===== config.mk =====
export PLATFORM = sky130hd
export DESIGN_NAME = frontend_ras
export DESIGN_NICKNAME = d
export VERILOG_FILES = /design/src/rtl/frontend_ras_pkg.sv /design/src/rtl/ras_storage.sv /design/src/rtl/frontend_ras.sv
export SDC_FILE = /design/constraint.sdc
export NUM_CORES = 1
export LEC_CHECK = 0
export CELL_PAD_IN_SITES_DETAIL_PLACEMENT = 1
export CELL_PAD_IN_SITES_GLOBAL_PLACEMENT = 2
export CORE_MARGIN = 2
export CORE_UTILIZATION = 44
export CTS_BUF_LIST = sky130_fd_sc_hd__clkbuf_4 sky130_fd_sc_hd__clkbuf_8
export DETAILED_ROUTE_END_ITERATION = 16
export GPL_TIMING_DRIVEN = 0
export MAX_ROUTING_LAYER = met4
export PLACE_DENSITY_LB_ADDON = 0.1
export SLEW_MARGIN = 20
export SYNTH_ARGS = -nofsm -noshare
export SYNTH_HDL_FRONTEND = slang
export SYNTH_SLANG_ARGS = --single-unit
export TNS_END_PERCENT = 30

===== constraint.sdc =====
create_clock -name clk -period 8.47 [get_ports clk]
set_input_delay 1.694 -clock clk [delete_from_list [all_inputs] [get_ports clk]]
set_output_delay 1.694 -clock clk [all_outputs]
set_load 0.01 [all_outputs]

===== src/rtl/frontend_ras_pkg.sv =====
// Shared frontend constants for the return address stack and the
// pre-decoder's call/ret classification.
package frontend_ras_pkg;

    localparam int RAS_DEPTH_DEFAULT = 8;
    localparam int LINK_OFFSET = 4;

    localparam logic [4:0] REG_RA = 5'd1;
    localparam logic [4:0] REG_T0 = 5'd5;

    function automatic logic is_link_reg(input logic [4:0] r);
        return (r == REG_RA) || (r == REG_T0);
    endfunction

endpackage


===== src/rtl/ras_storage.sv =====
// Return address stack entry array: one synchronous write port,
// one asynchronous read port, all entries cleared on reset.
module ras_storage #(
    parameter int ADDR_WIDTH = 32,
    parameter int DEPTH = 8,
    localparam int PTR_W = $clog2(DEPTH)
) (
    input  logic                  clk,
    input  logic                  rst_n,
    input  logic                  we,
    input  logic [PTR_W-1:0]      waddr,
    input  logic [ADDR_WIDTH-1:0] wdata,
    input  logic [PTR_W-1:0]      raddr,
    output logic [ADDR_WIDTH-1:0] rdata
);

    logic [ADDR_WIDTH-1:0] mem_q [DEPTH];

    // Entry array with single write port
    always_ff @(posedge clk or negedge rst_n) begin
        if (!rst_n) begin
            for (int i = 0; i < DEPTH; i++) begin
                mem_q[i] <= '0;
            end
        end else if (we) begin
            mem_q[waddr] <= wdata;
        end
    end

    assign rdata = mem_q[raddr];

endmodule


===== src/rtl/frontend_ras.sv =====
// Frontend return address stack with checkpoint/restore pointers.
// Optional RAS_STATS_EN adds saturating overflow/underflow counters.
module frontend_ras
    import frontend_ras_pkg::*;
#(
    parameter int ADDR_WIDTH = 32,
    parameter int DEPTH = RAS_DEPTH_DEFAULT,
    localparam int PTR_W = $clog2(DEPTH)
) (
    input  logic                  clk,
    input  logic                  rst_n,
    input  logic                  pdec_valid,
    input  logic                  pdec_call,
    input  logic                  pdec_ret,
    input  logic [ADDR_WIDTH-1:0] inst_pc,
    output logic                  ras_pred_valid,
    output logic [ADDR_WIDTH-1:0] ras_pred_pc,
    output logic [PTR_W-1:0]      ras_ckpt_tos,
    output logic [PTR_W:0]        ras_ckpt_cnt,
    input  logic                  bru_flush,
    input  logic [PTR_W-1:0]      bru_tos,
    input  logic [PTR_W:0]        bru_cnt,
    output logic                  ras_empty
`ifdef RAS_STATS_EN
    ,
    output logic [31:0]           ras_ovf_cnt,
    output logic [31:0]           ras_udf_cnt
`endif
);

    localparam int CNT_W = PTR_W + 1;
    localparam logic [CNT_W-1:0] CNT_MAX = CNT_W'(DEPTH);
    localparam logic [PTR_W-1:0] PTR_ONE = PTR_W'(1);
    localparam logic [CNT_W-1:0] CNT_ONE = CNT_W'(1);

    logic [PTR_W-1:0]      tos_q, tos_d;
    logic [CNT_W-1:0]      cnt_q, cnt_d;
    logic                  we;
    logic [PTR_W-1:0]      waddr;
    logic [ADDR_WIDTH-1:0] link_pc;
    logic                  empty, full;
    logic                  act, push, pop, swap;
    logic                  push_ev, ovf_ev, udf_ev;

    assign empty   = (cnt_q == '0);
    assign full    = (cnt_q == CNT_MAX);
    assign act     = pdec_valid & ~bru_flush;
    assign push    = act & pdec_call & ~pdec_ret;
    assign pop     = act & pdec_ret & ~pdec_call;
    assign swap    = act & pdec_call & pdec_ret;
    assign push_ev = push | (swap & empty);
    assign ovf_ev  = push_ev & full;
    assign udf_ev  = pop & empty;
    assign link_pc = inst_pc + ADDR_WIDTH'(LINK_OFFSET);

    ras_storage #(
        .ADDR_WIDTH (ADDR_WIDTH),
        .DEPTH      (DEPTH)
    ) u_storage (
        .clk   (clk),
        .rst_n (rst_n),
        .we    (we),
        .waddr (waddr),
        .wdata (link_pc),
        .raddr (tos_q),
        .rdata (ras_pred_pc)
    );

    // Next pointer/count and write request; flush wins over push/pop
    always_comb begin
        tos_d = tos_q;
        cnt_d = cnt_q;
        we    = 1'b0;
        waddr = tos_q + PTR_ONE;
        if (bru_flush) begin
            tos_d = bru_tos;
            cnt_d = (bru_cnt > CNT_MAX) ? CNT_MAX : bru_cnt;
        end else if (push_ev) begin
            we    = 1'b1;
            tos_d = tos_q + PTR_ONE;
            cnt_d = full ? cnt_q : cnt_q + CNT_ONE;
        end else if (swap) begin
            we    = 1'b1;
            waddr = tos_q;
        end else if (pop && !empty) begin
            tos_d = tos_q - PTR_ONE;
            cnt_d = cnt_q - CNT_ONE;
        end
    end

    // Stack pointer and occupancy registers
    always_ff @(posedge clk or negedge rst_n) begin
        if (!rst_n) begin
            tos_q <= '0;
            cnt_q <= '0;
        end else begin
            tos_q <= tos_d;
            cnt_q <= cnt_d;
        end
    end

    assign ras_pred_valid = pdec_valid & pdec_ret & ~empty;
    assign ras_ckpt_tos   = tos_q;
    assign ras_ckpt_cnt   = cnt_q;
    assign ras_empty      = empty;

`ifdef RAS_STATS_EN
    logic [31:0] ovf_cnt_q, ovf_cnt_d;
    logic [31:0] udf_cnt_q, udf_cnt_d;

    // Saturating event counters, independent of flush restores
    always_comb begin
        ovf_cnt_d = ovf_cnt_q;
        udf_cnt_d = udf_cnt_q;
        if (ovf_ev && (ovf_cnt_q != '1)) ovf_cnt_d = ovf_cnt_q + 32'd1;
        if (udf_ev && (udf_cnt_q != '1)) udf_cnt_d = udf_cnt_q + 32'd1;
    end

    // Counter registers
    always_ff @(posedge clk or negedge rst_n) begin
        if (!rst_n) begin
            ovf_cnt_q <= '0;
            udf_cnt_q <= '0;
        end else begin
            ovf_cnt_q <= ovf_cnt_d;
            udf_cnt_q <= udf_cnt_d;
        end
    end

    assign ras_ovf_cnt = ovf_cnt_q;
    assign ras_udf_cnt = udf_cnt_q;
`else
    logic unused_ev;
    assign unused_ev = ovf_ev ^ udf_ev;
`endif

endmodule

* Word level (Yosys, flattened, before mapping)
Cells that the tools add are included.
Operators by class: add/sub/neg operators 5, multiply operators 0, div/mod/pow operators 0, magnitude comparators 4, equality and inequality tests 3, shift-type cells 0, multiplexer cells 22, bitwise gates (word level) 16, reduce and logical (&&, ||, !) cells 7
Operators by type and width (count):
- bitwise mux 256 bit | 1
- binary-select mux 32 bit (select 3 bit) | 1
- demux 32 bit (select 3 bit) | 1
- two-way mux 32 bit | 3
- adder 32 x 3 -> 32 bit, second input constant | 1
- two-way mux 4 bit | 6
- two-way mux 3 bit | 7
- AND 1 bit | 9
- greater-or-equal comparator 4 bit, second input constant | 2
- NOT 3 -> 4 bit | 2
- adder 4 x 1 -> 4 bit, second input constant | 1
- == test 4 bit, second input constant | 1
- > comparator 4 bit, second input constant | 1
- logical NOT 4 bit | 1
- less-than comparator 4 x 1 -> 1 bit, second input constant | 1
- NOT 1 bit | 4
- subtractor 4 x 1 -> 4 bit, second input constant | 1
- adder 3 x 1 -> 3 bit, second input constant | 1
- two-way mux 1 bit | 3
- != test 3 x 2 -> 1 bit, second input constant | 1
- != test 3 bit, second input constant | 1
- AND reduction 3 bit | 1
- nonzero test 3 bit | 1
- subtractor 3 x 1 -> 3 bit, second input constant | 1
- 4 further kinds | 5
Word-level totals: register bits 263, latch bits 0, memory bits (writable) 0, ROM bits 0, input port bits 45, output and inout bits 41, logic and storage cells 67, memories 0

* Longest topological paths before layout
Gate-level depths: netlist of the first run.
depth after elaboration 14, depth in mapped cells 11, mapped depth without buffers 9

* By module
From an unflattened synthesis of the first run, not the netlist that was laid out.
Unflattened totals: cells, all modules 815, area total of the unflattened synthesis 12837.3 µm²
By module, submodules not included:
- ras_storage | times used 1, cells an instance 665, area an instance 11639.9 µm², sequential area each 6406.1 µm²
- frontend_ras | times used 1, cells an instance 150, area an instance 1197.4 µm², sequential area each 175.2 µm²

* Worst setup path before layout of the first run
No wires, ideal clock.
path kind input -> output, start point input port pdec_ret, end point output port ras_pred_valid, arrival time 2.207 ns, data required time 6.776 ns, setup slack 4.569 ns, cell stages on the path 3, buffers on the path 1, cell sequence o41a_1 -> buf_2 -> and2_1
Between the ends: word-level cells in the longest chain between the ends 2
Ends and longest elaborated chain:
- from (decl) | RTL line frontend_ras.sv:14 | input logic pdec_ret,
- AND 1 bit (2 in series) | RTL line frontend_ras.sv:102 | assign ras_pred_valid = pdec_valid & pdec_ret & ~empty;
- to (decl) | RTL line frontend_ras.sv:16 | output logic ras_pred_valid,
No other way between the ends.

* Final worst setup path of the first run
start point register tos_q[1] (netlist: ras_ckpt_tos[1]), end point output port ras_pred_pc[29]
Between the ends: word-level cells in the longest chain between the ends 4
Ends and longest elaborated chain:
- from (decl) | RTL line frontend_ras.sv:36 | logic [PTR_W-1:0] tos_q, tos_d;
- from (signal assigned) | RTL line frontend_ras.sv:97 | tos_q <= tos_d;
- NOT 3 -> 4 bit (not written as such) | RTL line ras_storage.sv:30 | assign rdata = mem_q[raddr];
- binary-select mux 32 bit (select 3 bit) | RTL line ras_storage.sv:30
- two-way mux 32 bit (not written as such) (2 in series) | RTL line ras_storage.sv:30
- to (decl) | RTL line frontend_ras.sv:17 | output logic [ADDR_WIDTH-1:0] ras_pred_pc,
No other way between the ends. The select of a mux whose other input is x is not followed.

==> results of run 1 <==
## tightest hold or removal path, delay by kind of cell, from the launching register on
kind	cells	cell delay, ns
flops	1	0.34
compound gates	1	0.06
simple gates	1	0.04
## layer usage
layer	part of all wire, %	GRT usage, %	wire [um]
met4	1.6	6.63	597
met2	49	45.9	18800
met3	3.5	3.56	1350
met5	0	-	0
met1	46	37.8	17400
## final cells by class
type,instances,area (um2)
Multi-Input combinational cell,751,5260
Fill cell,3014,13000
Clock inverter,3,67.6
Clock buffer,74,912
Tap cell,378,473
Inverter,11,41.3
Timing Repair Buffer,86,920
Buffer,82,374
Sequential cell,263,6580
## logic make-up after synthesis
family | synth area share (%)
simple gates | 11.4
flops | 53.7
compound gates | 11.0
mux | 17.3
buf+inv | 3.37
xor+xnor | 2.50
fa+ha+maj | 0.674
## flip-flops by register name, indices dropped and copies added (netlist names)
name	flops
u_storage.mem_q	256
ras_ckpt_cnt	4
ras_ckpt_tos	3
## placed cells by master (no fill, tap or decap), types with 4 or more instances in the layout
master                            instances
sky130_fd_sc_hd__dfrtp_1                263
sky130_fd_sc_hd__nand2_1                138
sky130_fd_sc_hd__nor2_1                 124
sky130_fd_sc_hd__o21ai_0                121
sky130_fd_sc_hd__a21oi_1                117
sky130_fd_sc_hd__clkdlybuf4s50_1         81
sky130_fd_sc_hd__mux4_2                  64
sky130_fd_sc_hd__clkbuf_8                57
sky130_fd_sc_hd__mux2_2                  56
sky130_fd_sc_hd__clkbuf_1                40
sky130_fd_sc_hd__buf_2                   30
sky130_fd_sc_hd__xnor2_1                 20
sky130_fd_sc_hd__nand3_1                 17
sky130_fd_sc_hd__clkbuf_4                17
sky130_fd_sc_hd__xor2_1                  15
sky130_fd_sc_hd__nand4_1                 12
sky130_fd_sc_hd__inv_1                   10
sky130_fd_sc_hd__nor4_1                   9
sky130_fd_sc_hd__and4_1                   6
sky130_fd_sc_hd__nor3_1                   6
sky130_fd_sc_hd__buf_4                    5
sky130_fd_sc_hd__ha_1                     5
sky130_fd_sc_hd__buf_1                    4
sky130_fd_sc_hd__mux2i_1                  4
sky130_fd_sc_hd__o21ai_1                  4
sky130_fd_sc_hd__or4_1                    4
## stage by stage
step / worst slack, ns / instances / setup TNS [ns]
floorplan: 4.57 / 1107 / 0
global placement: -6.10 / 1567 / -1597.42
detailed placement: 3.40 / 1570 / 0
CTS: 2.93 / 1647 / 0
global route: 2.81 / 1648 / 0
finish: 2.94 / 1648 / 0
## power by group
group | internal, mW | switching, mW | leakage (nW)
Sequential | 1.83 | 0.310 | 3.29
Clock | 0.735 | 0.518 | 0.516
Combinational | 0.880 | 0.716 | 2.45
Total | 3.44 | 1.54 | 6.25
## worst paths after layout
kind | startpoint | to | slack (ns) | cells after the start
max in group asynchronous | rst_n | u_storage.mem_q[52] | 6.42 | 3
min in group asynchronous | rst_n | ras_ckpt_cnt[3] | 1.03 | 1
setup reg to reg | ras_ckpt_tos[1] | u_storage.mem_q[120] | 5.20 | 8
setup / recovery | ras_ckpt_tos[1] | ras_pred_pc[29] | 2.94 | 6
hold / removal | u_storage.mem_q[242] | u_storage.mem_q[242] | 0.48 | 2
hold reg to reg | u_storage.mem_q[242] | u_storage.mem_q[242] | 0.48 | 2
==> Implementation_results.wiki, run 1 <==
{| class="wikitable"
! Metric !! Value
|-
| Total Routing Usage GR || between 20 and 30%
|-
| # hold bufs at CTS || 0
|-
| Count of mapped cells out of synthesis || between 1000 and 1500
|-
| Status || completed
|-
| Via count || 9272
|-
| CTS buffer count || 46
|-
| Total chip power || 4.99 mW
|-
| Final worst path period share || approximately 65%
|-
| Number of vias per cell after detailed routing || about 5.6
|-
| Wire length per cell || 23.1 um
|-
| Syn_nets || between 1000 and 1500
|-
| Clock tree root driver cell || sky130_fd_sc_hd__clkbuf_8
|-
| Pin count of the biggest net entering global routing || 98
|-
| Total length of routed wires || 38100 um
|-
| Power per cell area || 341 mW/mm2
|-
| Syn. warnings || 0
|-
| Clock slew seen by the registers of the worst setup and hold paths || about 0.06 ns
|-
| Peak supply drop || between 0.15 and 0.2 mV
|-
| Residual DRC count || 0
|-
| Top FF cell, synth || sky130_fd_sc_hd__dfrtp_1
|-
| Register bit total from synthesis || about 260
|-
| Layout cells sized above 1 || approximately 20%
|-
| Clock tree skew after final layout || about 0.02 ns
|-
| Layout-stage area growth over the synthesis result || 19.4%
|-
| CTS-repair resized insts || 0
|-
| Ys async rst share || 100%
|-
| Total Nets Final || about 1300
|-
| Max clock buf depth || 3
|-
| Required time of the critical path || roughly 6.8 ns
|-
| Total of buffers placed on input and output ports || 82
|-
| Worst path slowest cell || sky130_fd_sc_hd__buf_1
|-
| Final Hold Viols || 0
|-
| Final estimated routing congestion in global placement || slightly below 0.8
|-
| Critical path capture point type || output port
|-
| Post-DP HPWL || roughly 26000 um
|-
| Setup CP Type || reg -> out
|-
| Final setup violating endpoints || 0
|-
| Antenna diode count || 0
|-
| Horizontal die dimension || approximately 170 um
|-
| Highest achievable clock rate || approximately 180 MHz
|-
| Area share of the leading cell type in the synthesized netlist || 53.7%
|-
| Core Footprint || roughly 0.028 mm2
|-
| Worst slew margin || 30.9%
|-
| Most repeated cell in the gate-level netlist after synthesis || sky130_fd_sc_hd__dfrtp_1
|-
| Max stage delay on crit path || ~0.83 ns
|-
| Hold crit path type || reg -> reg
|-
| Final core occ || between 50% and 60%
|-
| Worst slew pin tran || around 1.0 ns
|-
| Placed Area || 0.0136 mm2
|-
| Number of global-route vias before repair || around 10000
|-
| Iter 0 DRT Violations || ~640
|-
| Crit path arrival time || roughly 3.8 ns
|-
| CP Cell Sequence || clkbuf_1, clkbuf_1, buf_1, mux4_2, mux2_2, clkdlybuf4s50_1
|-
| Proportion of synthesized chip area in sequential cells || a little over half
|-
| Synth top area cells || sky130_fd_sc_hd__dfrtp_1 54%, sky130_fd_sc_hd__mux4_2 12%, sky130_fd_sc_hd__mux2_2 5.1%
|-
| Count of standard-cell rows || 61
|-
| Clock latency of the later-clocked register in the worst-skew pair || around 0.56 ns
|-
| Residual antenna-violating net count after detailed routing || 0
|-
| Static leakage power || between 6 and 7 nW
|-
| IO Count || 86
|-
| DIE AREA || between 0.02 and 0.03 mm2
|-
| Cell type group with the largest total delay on the critical path || buffers and inverters
|-
| Dominant cell type by count on the critical path || sky130_fd_sc_hd__clkbuf_1
|-
| Initial Utilization || around 44%
|-
| Summed area of non-filler cells in the final layout || around 0.015 mm2
|-
| Max-cap viol count || 0
|-
| Max-slew violations || 0
|-
| Kind of launch point of the worst setup path || flop
|-
| TritonCTS Sinks || about 260
|-
| Wire length of the first global-routing pass || between 50000 and 60000 um
|-
| Number of antenna violations at the first check in global routing || 0
|-
| WHS || approximately 0.48 ns
|-
| Die Height || ~170 um
|-
| Worst Path Max Fanout || 10
|-
| Library cells used by synthesis || 46
|-
| TritonCTS clock tree || yes
|-
| Largest area contributor in the netlist || sky130_fd_sc_hd__dfrtp_1
|-
| Syn_area_per_cell || around 11 um2
|-
| Gr ovfl total || 0
|-
| Final critical delay including setup and external delays || 5.53 ns
|-
| RSZ-0062 raised after global routing || false
|-
| Post-CTS Repair Setup Buffers || 0
|-
| Cell area after technology mapping || approximately 0.012 mm2
|-
| CTS H-Tree Depth || 2
|-
| Worst path bufs/invs || 4
|-
| Detailed Routing Iterations Pass 1 || 5
|-
| EDFF count, synth || 0
|-
| Post-synth top cells || 263 x sky130_fd_sc_hd__dfrtp_1, 138 x sky130_fd_sc_hd__nand2_1, 124 x sky130_fd_sc_hd__nor2_1
|}
Power figures use the tool's default switching activity.
==> run 2, diff against run 1 <==
--- a/config.mk
+++ b/config.mk
@@ -8,7 +8,7 @@
 export CELL_PAD_IN_SITES_DETAIL_PLACEMENT = 1
 export CELL_PAD_IN_SITES_GLOBAL_PLACEMENT = 2
 export CORE_MARGIN = 2
-export CORE_UTILIZATION = 44
+export CORE_UTILIZATION = 41
 export CTS_BUF_LIST = sky130_fd_sc_hd__clkbuf_4 sky130_fd_sc_hd__clkbuf_8
 export DETAILED_ROUTE_END_ITERATION = 16
 export GPL_TIMING_DRIVEN = 0
==> constraint.sdc (replaced) <==
create_clock -name clk -period 5.6 [get_ports clk]
set_input_delay 1.12 -clock clk [delete_from_list [all_inputs] [get_ports clk]]
set_output_delay 1.12 -clock clk [all_outputs]
set_load 0.01 [all_outputs]
==> Implementation_results.wiki, run 2 (synthesized netlist as in run 1, its figures left out) <==
{| class="wikitable"
! Metric !! Value
|-
| Status || completed
|-
| Hold crit path type || in -> async
|-
| Initial Utilization || between 40% and 50%
|-
| Combinational share of power || roughly a third
|-
| Layout-stage area growth over the synthesis result || 19.5%
|-
| Clock tree root driver cell || sky130_fd_sc_hd__clkbuf_8
|-
| Pin count of the biggest net entering global routing || 96
|-
| Max-cap viol count || 0
|-
| TritonCTS clock tree || yes
|-
| Reg-to-reg setup timing slack || around 2.3 ns
|-
| Total of buffers placed on input and output ports || 82
|-
| Dominant cell type by count on the critical path || sky130_fd_sc_hd__clkbuf_1
|-
| Most frequent cells in the layout || 263 x sky130_fd_sc_hd__dfrtp_1, 138 x sky130_fd_sc_hd__nand2_1, 124 x sky130_fd_sc_hd__nor2_1
|-
| Residual DRC count || 0
|-
| Total Nets Final || roughly 1300
|-
| Worst Path Max Fanout || 10
|-
| Final core occ || about half
|-
| Number of global-route vias before repair || approximately 10000
|-
| Crit path arrival time || around 3.8 ns
|-
| Clock slew seen by the registers of the worst setup and hold paths || 0.06 ns
|-
| Critical path capture point type || output port
|-
| Clock tree skew after final layout || ~0.011 ns
|-
| Count of standard-cell rows || 63
|-
| Detailed Routing Iterations Pass 1 || 4
|-
| Total chip power || around 7.5 mW
|-
| Final setup violating endpoints || 0
|-
| IO Count || between 80 and 90
|-
| CTS H-Tree Depth || 2
|-
| Switching power summed over all nets || around 2.3 mW
|-
| Internal Power || approximately 5.2 mW
|-
| Max-slew violations || 0
|-
| Iter 0 DRT Violations || approximately 550
|-
| Required time of the critical path || approximately 4.5 ns
|-
| Residual antenna-violating net count after detailed routing || 0
|-
| Summed area of non-filler cells in the final layout || 0.0146 mm2
|-
| Post-CTS Repair Setup Buffers || 0
|-
| RSZ-0062 raised after global routing || false
|-
| Worst slew margin || 31.6%
|-
| Final critical delay including setup and external delays || 4.94 ns
|-
| Worst path slowest cell || sky130_fd_sc_hd__buf_1
|-
| Max clock buf depth || 3
|-
| Setup CP Type || reg -> out
|-
| Highest achievable clock rate || 202 MHz
|-
| Clock latency of the later-clocked register in the worst-skew pair || between 0.5 and 0.6 ns
|-
| Via count || roughly 9200
|-
| Setup TNS || 0 ns
|-
| Cell type group with the largest total delay on the critical path || buffers and inverters
|-
| Number of antenna violations at the first check in global routing || 0
|-
| Worst slew pin tran || 1.03 ns
|-
| Peak supply drop || between 0.2 and 0.25 mV
|-
| Number of flip-flops in the largest register || 256
|-
| Kind of launch point of the worst setup path || flop
|-
| Flop pwr share || between 40 and 50%
|-
| Static leakage power || ~6.3 nW
|-
| Net switching fraction of the power || a little under a third
|-
| CTS-repair resized insts || 0
|-
| Total length of routed wires || about 39000 um
|-
| DIE AREA || around 0.031 mm2
|-
| Reg with most FFs || u_storage.mem_q
|-
| TritonCTS Sinks || roughly 260
|-
| Clock Power Share || roughly a quarter
|-
| Die Height || between 150 and 200 um
|-
| Number of vias per cell after detailed routing || 5.53
|-
| Leading cell type in the layout, fill and taps excluded || sky130_fd_sc_hd__dfrtp_1
|-
| Worst path bufs/invs || 4
|-
| # hold bufs at CTS || 0
|-
| Placed Area || 0.0137 mm2
|-
| Layout cells sized above 1 || between 10% and 20%
|-
| Core Footprint || roughly 0.030 mm2
|-
| CP Cell Sequence || clkbuf_1, clkbuf_1, buf_1, mux4_2, mux2_2, clkdlybuf4s50_1
|-
| Gr ovfl total || 0
|-
| Power per cell area || 514 mW/mm2
|-
| Wire length of the first global-routing pass || between 60000 and 70000 um
|-
| Final Hold Viols || 0
|-
| Post-DP HPWL || roughly 26000 um
|-
| Wire length per cell || approximately 23 um
|-
| Final worst path period share || approximately 88%
|-
| CTS buffer count || 48
|-
| Horizontal die dimension || around 180 um
|-
| Antenna diode count || 0
|-
| Total Routing Usage GR || 26.6%
|-
| Final estimated routing congestion in global placement || 0.789
|-
| Max stage delay on crit path || around 0.82 ns
|}
## run 2: cell types whose count changed in the layout (fill, tap and decap cells not counted)
cell and change:
sky130_fd_sc_hd__bufinv_16 -1, sky130_fd_sc_hd__buf_1 +1, sky130_fd_sc_hd__clkinvlp_4 -1, sky130_fd_sc_hd__clkbuf_2 -1
sky130_fd_sc_hd__clkinv_2 +3, sky130_fd_sc_hd__clkbuf_4 -7, sky130_fd_sc_hd__clkbuf_8 +5, sky130_fd_sc_hd__inv_6 +1
## run 2: worst reg2reg max path: stages, from the launching register on
cell,delay [ns]
sky130_fd_sc_hd__dfrtp_1,0.36
sky130_fd_sc_hd__clkbuf_1,0.26
sky130_fd_sc_hd__inv_1,0.17
sky130_fd_sc_hd__ha_1,0.44
sky130_fd_sc_hd__inv_1,0.15
sky130_fd_sc_hd__and4_1,0.20
sky130_fd_sc_hd__o21ai_1,0.66
sky130_fd_sc_hd__clkbuf_1,0.69
sky130_fd_sc_hd__nand2_1,0.14
sky130_fd_sc_hd__o21ai_0,0.11
## run 2: path summary, 6_finish.rpt
| check | startpoint | end | depth (start not counted) |
|---|---|---|---|
| max | ras_ckpt_tos[1] | ras_pred_pc[28] | 6 |
| min reg2reg | u_storage.mem_q[178] | u_storage.mem_q[178] | 2 |
| max reg2reg | ras_ckpt_tos[1] | u_storage.mem_q[125] | 9 |
| max in group asynchronous | rst_n | u_storage.mem_q[121] | 3 |
| min | rst_n | ras_ckpt_cnt[0] | 1 |
| min in group clk | u_storage.mem_q[178] | u_storage.mem_q[178] | 2 |
## run 2: per-layer routing
layer / vias to the layer above / GRT usage, % / wire length, um
met4: 0 / 6.96 / 765
met1: 4746 / 36.1 / 17400
met2: 190 / 42.9 / 18800
li1: 4180 / - / -
met5: - / - / 0
met3: 57 / 3.09 / 1610
## run 2: final cells by class
cell class                 instances  area, um2
clock inverter                     5       53.8
buffer                            82        373
tap                              390        488
inverter                          11       41.3
sequential                       263       6580
fill                            3206      14900
clock buffer                      72        928
timing repair buffer              86        920
multi-input combinational        751       5260
## run 2: through the flow
stage          cells  hold slack, ns  setup slack (ns)
6_report        1660           0.399             0.658
5_1_grt         1660           0.412             0.509
4_1_cts         1659           0.394             0.604
3_5_place_dp    1582           0.468              1.22
3_3_place_gp    1579           0.457             -8.56
2_1_floorplan   1107           0.445              2.33
## run 2: power groups by stage
| stage | clock (mW) | combinational, mW | sequential [mW] |
|---|---|---|---|
| final | 1.89 | 2.41 | 3.23 |
| after global placement | 0 | 2.35 | 3.22 |
| after global routing | 2.01 | 2.70 | 3.33 |
| after CTS | 1.93 | 2.45 | 3.23 |
| after detailed placement | 0 | 2.43 | 3.25 |
| after floorplan | 0 | 1.61 | 3.09 |
